==> src/rtl/vga_timing_gen.sv <==
// Raster timing generator: pixel clock-enable divider, IDLE/RUN/STOPPING control, registered sync/blank/de/strobes.
// All outputs are registered and aligned with h_count/v_count; stopping completes the current frame before idling.
module vga_timing_gen #(
   parameter int   CE_DIV   = 4,
   parameter int   H_ACTIVE = 640,
   parameter int   H_FP     = 16,
   parameter int   H_SYNC   = 96,
   parameter int   H_BP     = 48,
   parameter int   V_ACTIVE = 480,
   parameter int   V_FP     = 10,
   parameter int   V_SYNC   = 2,
   parameter int   V_BP     = 33,
   parameter logic HS_POL   = 1'b0,
   parameter logic VS_POL   = 1'b0,
   parameter int   CNT_W    = 11
) (
   input  logic             clk,
   input  logic             reset,
   input  logic             enable,
   output logic             pixel_ce,
   output logic             hsync,
   output logic             vsync,
   output logic             hblank,
   output logic             vblank,
   output logic             de,
   output logic [CNT_W-1:0] h_count,
   output logic [CNT_W-1:0] v_count,
   output logic             line_start,
   output logic             frame_start,
   output logic             running
);
   localparam int H_TOTAL = H_ACTIVE + H_FP + H_SYNC + H_BP;
   localparam int V_TOTAL = V_ACTIVE + V_FP + V_SYNC + V_BP;
   localparam int DIV_W   = (CE_DIV > 1) ? $clog2(CE_DIV) : 1;

   localparam logic [DIV_W-1:0] DIV_LAST = DIV_W'(CE_DIV - 1);
   localparam logic [CNT_W-1:0] H_LAST   = CNT_W'(H_TOTAL - 1);
   localparam logic [CNT_W-1:0] V_LAST   = CNT_W'(V_TOTAL - 1);
   // One extra bit so sync-end bounds equal to the total still fit.
   localparam logic [CNT_W:0]   H_ACT    = (CNT_W+1)'(H_ACTIVE);
   localparam logic [CNT_W:0]   HS_BEG   = (CNT_W+1)'(H_ACTIVE + H_FP);
   localparam logic [CNT_W:0]   HS_END   = (CNT_W+1)'(H_ACTIVE + H_FP + H_SYNC);
   localparam logic [CNT_W:0]   V_ACT    = (CNT_W+1)'(V_ACTIVE);
   localparam logic [CNT_W:0]   VS_BEG   = (CNT_W+1)'(V_ACTIVE + V_FP);
   localparam logic [CNT_W:0]   VS_END   = (CNT_W+1)'(V_ACTIVE + V_FP + V_SYNC);

   generate
      if (CE_DIV < 1 || H_TOTAL - 1 >= (1 << CNT_W) || V_TOTAL - 1 >= (1 << CNT_W)) begin : g_bad_cfg
         $error("vga_timing_gen: CE_DIV must be >= 1 and CNT_W must hold H_TOTAL-1 and V_TOTAL-1");
      end
   endgenerate

   typedef enum logic [1:0] {S_IDLE, S_RUN, S_STOPPING} state_t;

   state_t             state_q, state_d;
   logic [DIV_W-1:0]   div_q, div_d;
   logic               pce_q, pce_d;
   logic [CNT_W-1:0]   h_q, h_d, v_q, v_d, h_nxt, v_nxt;
   logic               hsync_q, hsync_d, vsync_q, vsync_d;
   logic               hblank_q, hblank_d, vblank_q, vblank_d, de_q, de_d;
   logic               ls_q, ls_d, fs_q, fs_d, run_q, run_d;
   logic               act;
   logic [CNT_W:0]     hx, vx;

   always_comb begin
      div_d    = (div_q == DIV_LAST) ? '0 : div_q + 1'b1;
      pce_d    = (div_d == DIV_LAST);
      state_d  = state_q;
      h_d      = h_q;
      v_d      = v_q;
      ls_d     = 1'b0;
      fs_d     = 1'b0;
      h_nxt    = (h_q == H_LAST) ? '0 : h_q + 1'b1;
      v_nxt    = (h_q != H_LAST) ? v_q : ((v_q == V_LAST) ? '0 : v_q + 1'b1);

      if (pce_q) begin
         case (state_q)
            S_IDLE: begin
               if (enable) begin
                  state_d = S_RUN;
                  h_d     = '0;
                  v_d     = '0;
                  ls_d    = 1'b1;
                  fs_d    = 1'b1;
               end
            end
            default: begin
               // Enable low on the final pixel of a frame idles immediately, from RUN or STOPPING.
               if (!enable && h_q == H_LAST && v_q == V_LAST) begin
                  state_d = S_IDLE;
                  h_d     = '0;
                  v_d     = '0;
               end else begin
                  state_d = enable ? S_RUN : S_STOPPING;
                  h_d     = h_nxt;
                  v_d     = v_nxt;
                  ls_d    = (h_nxt == '0);
                  fs_d    = (h_nxt == '0) && (v_nxt == '0);
               end
            end
         endcase
      end

      act      = (state_d != S_IDLE);
      hx       = {1'b0, h_d};
      vx       = {1'b0, v_d};
      hsync_d  = (act && hx >= HS_BEG && hx < HS_END) ? HS_POL : ~HS_POL;
      vsync_d  = (act && vx >= VS_BEG && vx < VS_END) ? VS_POL : ~VS_POL;
      hblank_d = !act || (hx >= H_ACT);
      vblank_d = !act || (vx >= V_ACT);
      de_d     = !hblank_d && !vblank_d;
      run_d    = act;
   end

   always_ff @(posedge clk) begin
      if (reset) begin
         state_q  <= S_IDLE;
         div_q    <= '0;
         pce_q    <= 1'b0;
         h_q      <= '0;
         v_q      <= '0;
         hsync_q  <= ~HS_POL;
         vsync_q  <= ~VS_POL;
         hblank_q <= 1'b1;
         vblank_q <= 1'b1;
         de_q     <= 1'b0;
         ls_q     <= 1'b0;
         fs_q     <= 1'b0;
         run_q    <= 1'b0;
      end else begin
         state_q  <= state_d;
         div_q    <= div_d;
         pce_q    <= pce_d;
         h_q      <= h_d;
         v_q      <= v_d;
         hsync_q  <= hsync_d;
         vsync_q  <= vsync_d;
         hblank_q <= hblank_d;
         vblank_q <= vblank_d;
         de_q     <= de_d;
         ls_q     <= ls_d;
         fs_q     <= fs_d;
         run_q    <= run_d;
      end
   end

   assign pixel_ce    = pce_q;
   assign hsync       = hsync_q;
   assign vsync       = vsync_q;
   assign hblank      = hblank_q;
   assign vblank      = vblank_q;
   assign de          = de_q;
   assign h_count     = h_q;
   assign v_count     = v_q;
   assign line_start  = ls_q;
   assign frame_start = fs_q;
   assign running     = run_q;
endmodule

==> config.mk <==
export PLATFORM = sky130hd
export DESIGN_NAME = vga_timing_gen
export DESIGN_NICKNAME = d
export VERILOG_FILES = /design/src/rtl/vga_timing_gen.sv
export SDC_FILE = /design/constraint.sdc
export NUM_CORES = 1
export LEC_CHECK = 0
export ABC_AREA = 1
export CAP_MARGIN = 20
export CORE_MARGIN = 1.5
export CORE_UTILIZATION = 35
export DETAILED_ROUTE_END_ITERATION = 8
export MAX_ROUTING_LAYER = met4
export PLACE_DENSITY_LB_ADDON = 0.25
export RECOVER_POWER = 50
export SLEW_MARGIN = 15
export SYNTH_ARGS = -nofsm -noshare
export SYNTH_HDL_FRONTEND = slang
export SYNTH_SLANG_ARGS = --single-unit
==> constraint.sdc <==
create_clock -name clk -period 2.89 [get_ports clk]
set_clock_uncertainty 0.05 [all_clocks]
set_input_delay 0.289 -clock clk [delete_from_list [all_inputs] [get_ports clk]]
set_output_delay 0.289 -clock clk [all_outputs]
set_load 0.01 [all_outputs]
# ---- Word level (Yosys, flattened, before mapping)
# Index checks and enable logic that the tools add are counted.
dict set report totals {
  mem_count 0
  mem_bits_ro 0
  in_bits 3
  latchBits 0
  mem_bits_rw 0
  wordCells 71
  regBits 35
  output_inout_bits 31
}
dict set report classes {
  n_mul 0
  mux 24
  n_bitwise 1
  div 0
  eq_ne 5
  n_shift 0
  add_sub_neg 3
  magnitude_cmp 6
  n_reduce_logical 19
}
# cell count
set op_table {}
lappend op_table {{two-way mux 11 bit} 11}
lappend op_table {{adder 11 x 1 -> 11 bit (second input constant)} 2}
lappend op_table {{== test 11 x 10 -> 1 bit (second input constant)} 2}
lappend op_table {{>= comparator 11 x 10 -> 1 bit (second input constant)} 2}
lappend op_table {{>= comparator 11 x 9 -> 1 bit (second input constant)} 2}
lappend op_table {{zero test 11 bit} 2}
lappend op_table {{two-way mux 2 bit} 6}
lappend op_table {{less-than comparator 11 x 10 -> 1 bit (second input constant)} 1}
lappend op_table {{less-than comparator 11 x 9 -> 1 bit (second input constant)} 1}
lappend op_table {{inequality test 11 x 10 -> 1 bit (second input constant)} 1}
lappend op_table {{logical AND 1 bit} 8}
lappend op_table {{two-way mux 1 bit} 7}
lappend op_table {{== test 2 bit (second input constant)} 2}
lappend op_table {{zero test 1 bit} 4}
lappend op_table {{adder 2 x 1 -> 2 bit (second input constant)} 1}
lappend op_table {{zero test 2 bit} 1}
lappend op_table {{logical OR 1 bit} 2}
lappend op_table {{nonzero test 2 bit} 1}
lappend op_table {{OR reduction 2 bit} 1}
lappend op_table {{NOT 1 bit} 1}

# ---- Longest topological paths before layout
dict set report logic_depth {
  word_depth 11
  mapped_depth 14
  ltp_nobuf 14
}

# ---- Worst setup path before layout
# No wires, ideal clock.
dict set report synth_timing {
  kind {reg2reg}
  startpoint {register h_q[0] (netlist: h_count[0])}
  endpoint {register vblank_q (netlist: vblank)}
  path_buffers 0
  required_time_ns 2.720
  setup_slack_ns 1.038
  arrival_ns 1.682
  setup_time_ns 0.120
  path_stages_with_launch 12
  path_cell_list {dfxtp_1 > ha_1 > nand2_2 > nor2_4 > nand3_2 > nor2_2 > nand3_1 > nand3_1 > nand2_1 > inv_2 > o21ai_2 > or2_1}
}
dict set report synth_via {
  elab_chain_cells 9
  elab_cells_between_ends 15
  classes_between {order compare (1); eq/ne (2); mux (7); reduce/logical (5)}
}
# item line_no
set synth_rtl {}
lappend synth_rtl {{start, declared} 58} ;# logic [CNT_W-1:0] h_q, h_d, v_q, v_d, h_nxt, v_nxt;
lappend synth_rtl {{start signal, assigned} 120} ;# h_q <= '0;
lappend synth_rtl {{start signal, assigned} 134} ;# h_q <= h_d;
lappend synth_rtl {{branches (longest 8 deep; another with >= comparator 11 x 9 -> 1 bit)} -}
lappend synth_rtl {{logical OR 1 bit (*)} 110} ;# vblank_d = !act || (vx >= V_ACT);
lappend synth_rtl {{end signal, assigned} 139} ;# vblank_q <= vblank_d;
lappend synth_rtl {{end, declared} 60} ;# logic hblank_q, hblank_d, vblank_q, vblank_d, de_q, de_d;
# Mark *: on every way between the ends.
# A chain may end at the register's enable or synchronous reset.

# ---- Worst setup path in the final report
# Same ends and word-level chain as after synthesis.

==> results.cfg <==
[yosys]
async_reset_ff_frac = 0
ys_types = 33
synth_seq_area_share = 0.312
syn_nets = 360
synth_edf_count = 0
netlist_instances = 352
synthesis.area_mm2 = 0.00224
synth_ff_type = dfxtp_1
syn_area_per_cell_um2 = 6.37
ys_warn_count = 0
ys_seq_elements = 35

[pwr]
powerDensity_mw_per_mm2 = 341
power_frac_seq = 0.531
vdd_ir_drop_max_mv = 0.265
p_leak_uw = 0.00117
pwr-share-comb = 0.044
p_sw_frac = 0.224
internal_power_uw = 723
power_frac_clock = 0.425
power_switching_uw = 208
p_total_uw = 931

[grt]
grt_pass1_wl_mm = 10.4
antenna_found_initial = 0
grt_use_total = 0.191
first_global_vias = 2117
grt_max_degree = 25
overflow = 0

[worst_setup_path]
crit_top_cell = nand2_1
cp.buffers_inverters = 1
slowest_delay_ps = 430
cp.required_ps = 3020
cp_slowest_cell = dfxtp_1
r2r_slack_ps = 540
setup.worst_path.class = reg2reg
path_cells = ha_1, nand2_2, nor2_1, nand3_1, inv_2, nand2_1, nand2_1, o21ai_1, nor2_2, o21ai_2, or2_1
crit_family = simple AND/OR/NAND/NOR gates
r2r_end = vblank
worstPathMaxFanout = 11
cp.depth = 11
end_kind = flip-flop
r2r_start = h_count[0]
reg2regPathDepth = 11
startpoint = h_count[0]
start_kind = flip-flop
cp-endpoint = vblank
worstPathArrival_ps = 2480

[clock_network]
cts.hold.buffers_added = 0
clock_sinks = 35
cts_tree = yes
clk_latency_ps = 290
cts_resized = 0
path_clk_slew_ps = 70
cts_buffers = 5
htreeDepth = 2
clk_path_buf_depth = 2
postCtsSetupBuffers = 0
root_buffer = clkbuf_8

[timing]
slew_headroom = 0.517
fin_crit_sh = 0.814
drv_slew = 0
fmax_mhz = 425
fin_ws_ps = 538
max_slew.worst_pin.slew_ps = 724
finalSetupTns_ps = 0
hold_viol_final = 0
grt_setup_unrepaired = false
layout_min_cycle_time_ps = 2350
finalSetupViolCount = 0

[place]
io_buffers = 33
pre_cts_ws_ps = 607
gp_congestion = 0.927
dpl.hpwl_mm = 4.63

[run_status]
status = finished clean

[layout]
area_growth_pct = 21.8
drive_above_1_share = 0.116
nFillCells = 655
nets = 394
diodes = 0
utilization = 0.451

[min_path]
hold_class = reg2reg

[drt]
wirelength_mm = 6.11
post_drt_wl_per_cell_um = 13.2
drt_first_pass_iters = 4
dr.first_iter.drc_count = 183
vias_per_cell = 4.92
antenna_left = 0
vias = 2273
drc = 0

[die]
die_y_um = 83.1
core_mm2 = 0.00606
rows = 28
dieWidth_um = 83.1
dieArea_mm2 = 0.00690
start_util = 0.370
io_pins = 34

[run]
drv_cap = 0
cell type report:
cell class	instances	area [um2]	area share
clock buffer	8	100	0.0366
inverter	55	206	0.0756
multi-input combinational	253	1280	0.469
sequential	35	701	0.257
tap	75	93.8	0.0344
timing repair buffer	36	349	0.128
Yosys cell counts, types with 2 or more instances:
cell | number | area share
nor3_2 | 2 | 0.0089
nand3_1 | 27 | 0.060
nor2_1 | 46 | 0.077
buf_2 | 3 | 0.0067
nor2_4 | 2 | 0.010
ha_1 | 5 | 0.028
clkbuf_1 | 3 | 0.0050
o21ai_1 | 3 | 0.0067
o22ai_1 | 7 | 0.020
a21oi_1 | 12 | 0.027
nand3_2 | 6 | 0.027
or2_1 | 2 | 0.0056
nand2_2 | 6 | 0.017
o21ai_0 | 10 | 0.022
nand2_1 | 88 | 0.15
nand4_1 | 11 | 0.031
nor3_1 | 3 | 0.0067
xor2_1 | 2 | 0.0078
inv_1 | 50 | 0.084
nor2_2 | 9 | 0.025
o21bai_1 | 2 | 0.0067
dfxtp_1 | 35 | 0.31
buf_4 | 2 | 0.0067
inv_2 | 5 | 0.0084
o21ai_2 | 3 | 0.012
routing by layer:
metal / up-vias / GRT usage / share of wire / wire length [um]
met2: 76 / 0.260 / 0.42 / 2580
li1: 1188 / - / - / -
met3: 4 / 0.0348 / 0.060 / 367
met4: 0 / 0.0742 / 0.0092 / 56
met5: - / - / 0 / 0
met1: 1005 / 0.277 / 0.51 / 3110
worst min path at each step:
stage | depth (start not counted) | startpoint | end | slack (ps)
2_1_floorplan | 1 | reset | running | 320
3_3_place_gp | 1 | div_q[0] | div_q[0] | 390
3_5_place_dp | 1 | div_q[0] | div_q[0] | 390
4_1_cts | 1 | div_q[0] | div_q[0] | 410
5_1_grt | 1 | div_q[0] | div_q[0] | 430
6_report | 1 | div_q[0] | div_q[0] | 410
power groups by stage:
stage	sequential, uW	clock [uW]	combinational, uW
CTS	494	406	44.1
finish	494	396	40.7
global route	495	435	46.1
floorplan	507	0	22.7
detailed placement	505	0	43.8
global placement	505	0	43.7
placed cells by master (no fill, tap or decap):
cell,instances
or2_2,1
buf_4,2
dfxtp_1,35
xnor2_1,1
nor2_2,8
inv_1,50
dlygate4sd3_1,29
o21ai_1,3
a21oi_1,12
clkbuf_1,2
clkdlybuf4s50_1,4
o21bai_2,1
nand3_2,6
clkbuf_8,7
nand4_1,11
nand2_1,88
nand2_2,6
nand3_1,27
a21oi_2,1
or2_1,2
o21ai_0,10
nor3_2,2
ha_1,5
o22ai_1,7
inv_2,5
a211oi_1,1
xor2_1,2
o21bai_1,2
nor3_1,3
a31oi_2,1
o211ai_1,1
o21ai_2,3
nor2_1,47
nor2_4,2
sequential cells by signal, summed over array words and instances, names as in the netlist:
signal / flops
h_count: 11
v_count: 11
div_q: 2
state_q: 2
de: 1
frame_start: 1
hblank: 1
hsync: 1
line_start: 1
pixel_ce: 1
running: 1
vblank: 1
vsync: 1
metrics by stage:
| step | hold slack (ps) | instances | area [um2] |
|---|---|---|---|
| floorplan | 318 | 352 | 2240 |
| global placement | 388 | 454 | 2640 |
| detailed placement | 393 | 454 | 2640 |
| CTS | 409 | 462 | 2740 |
| global route | 428 | 462 | 2730 |
| finish | 406 | 462 | 2730 |
logic make-up after synthesis:
group | synth area share
buffers and inverters | 0.115
adder cells (fa/ha/maj) | 0.0279
AO/OA/AOI/OAI | 0.115
XOR/XNOR | 0.0117
flip-flops | 0.312
AND/OR/NAND/NOR | 0.418
Power figures use the tool's default switching activity.
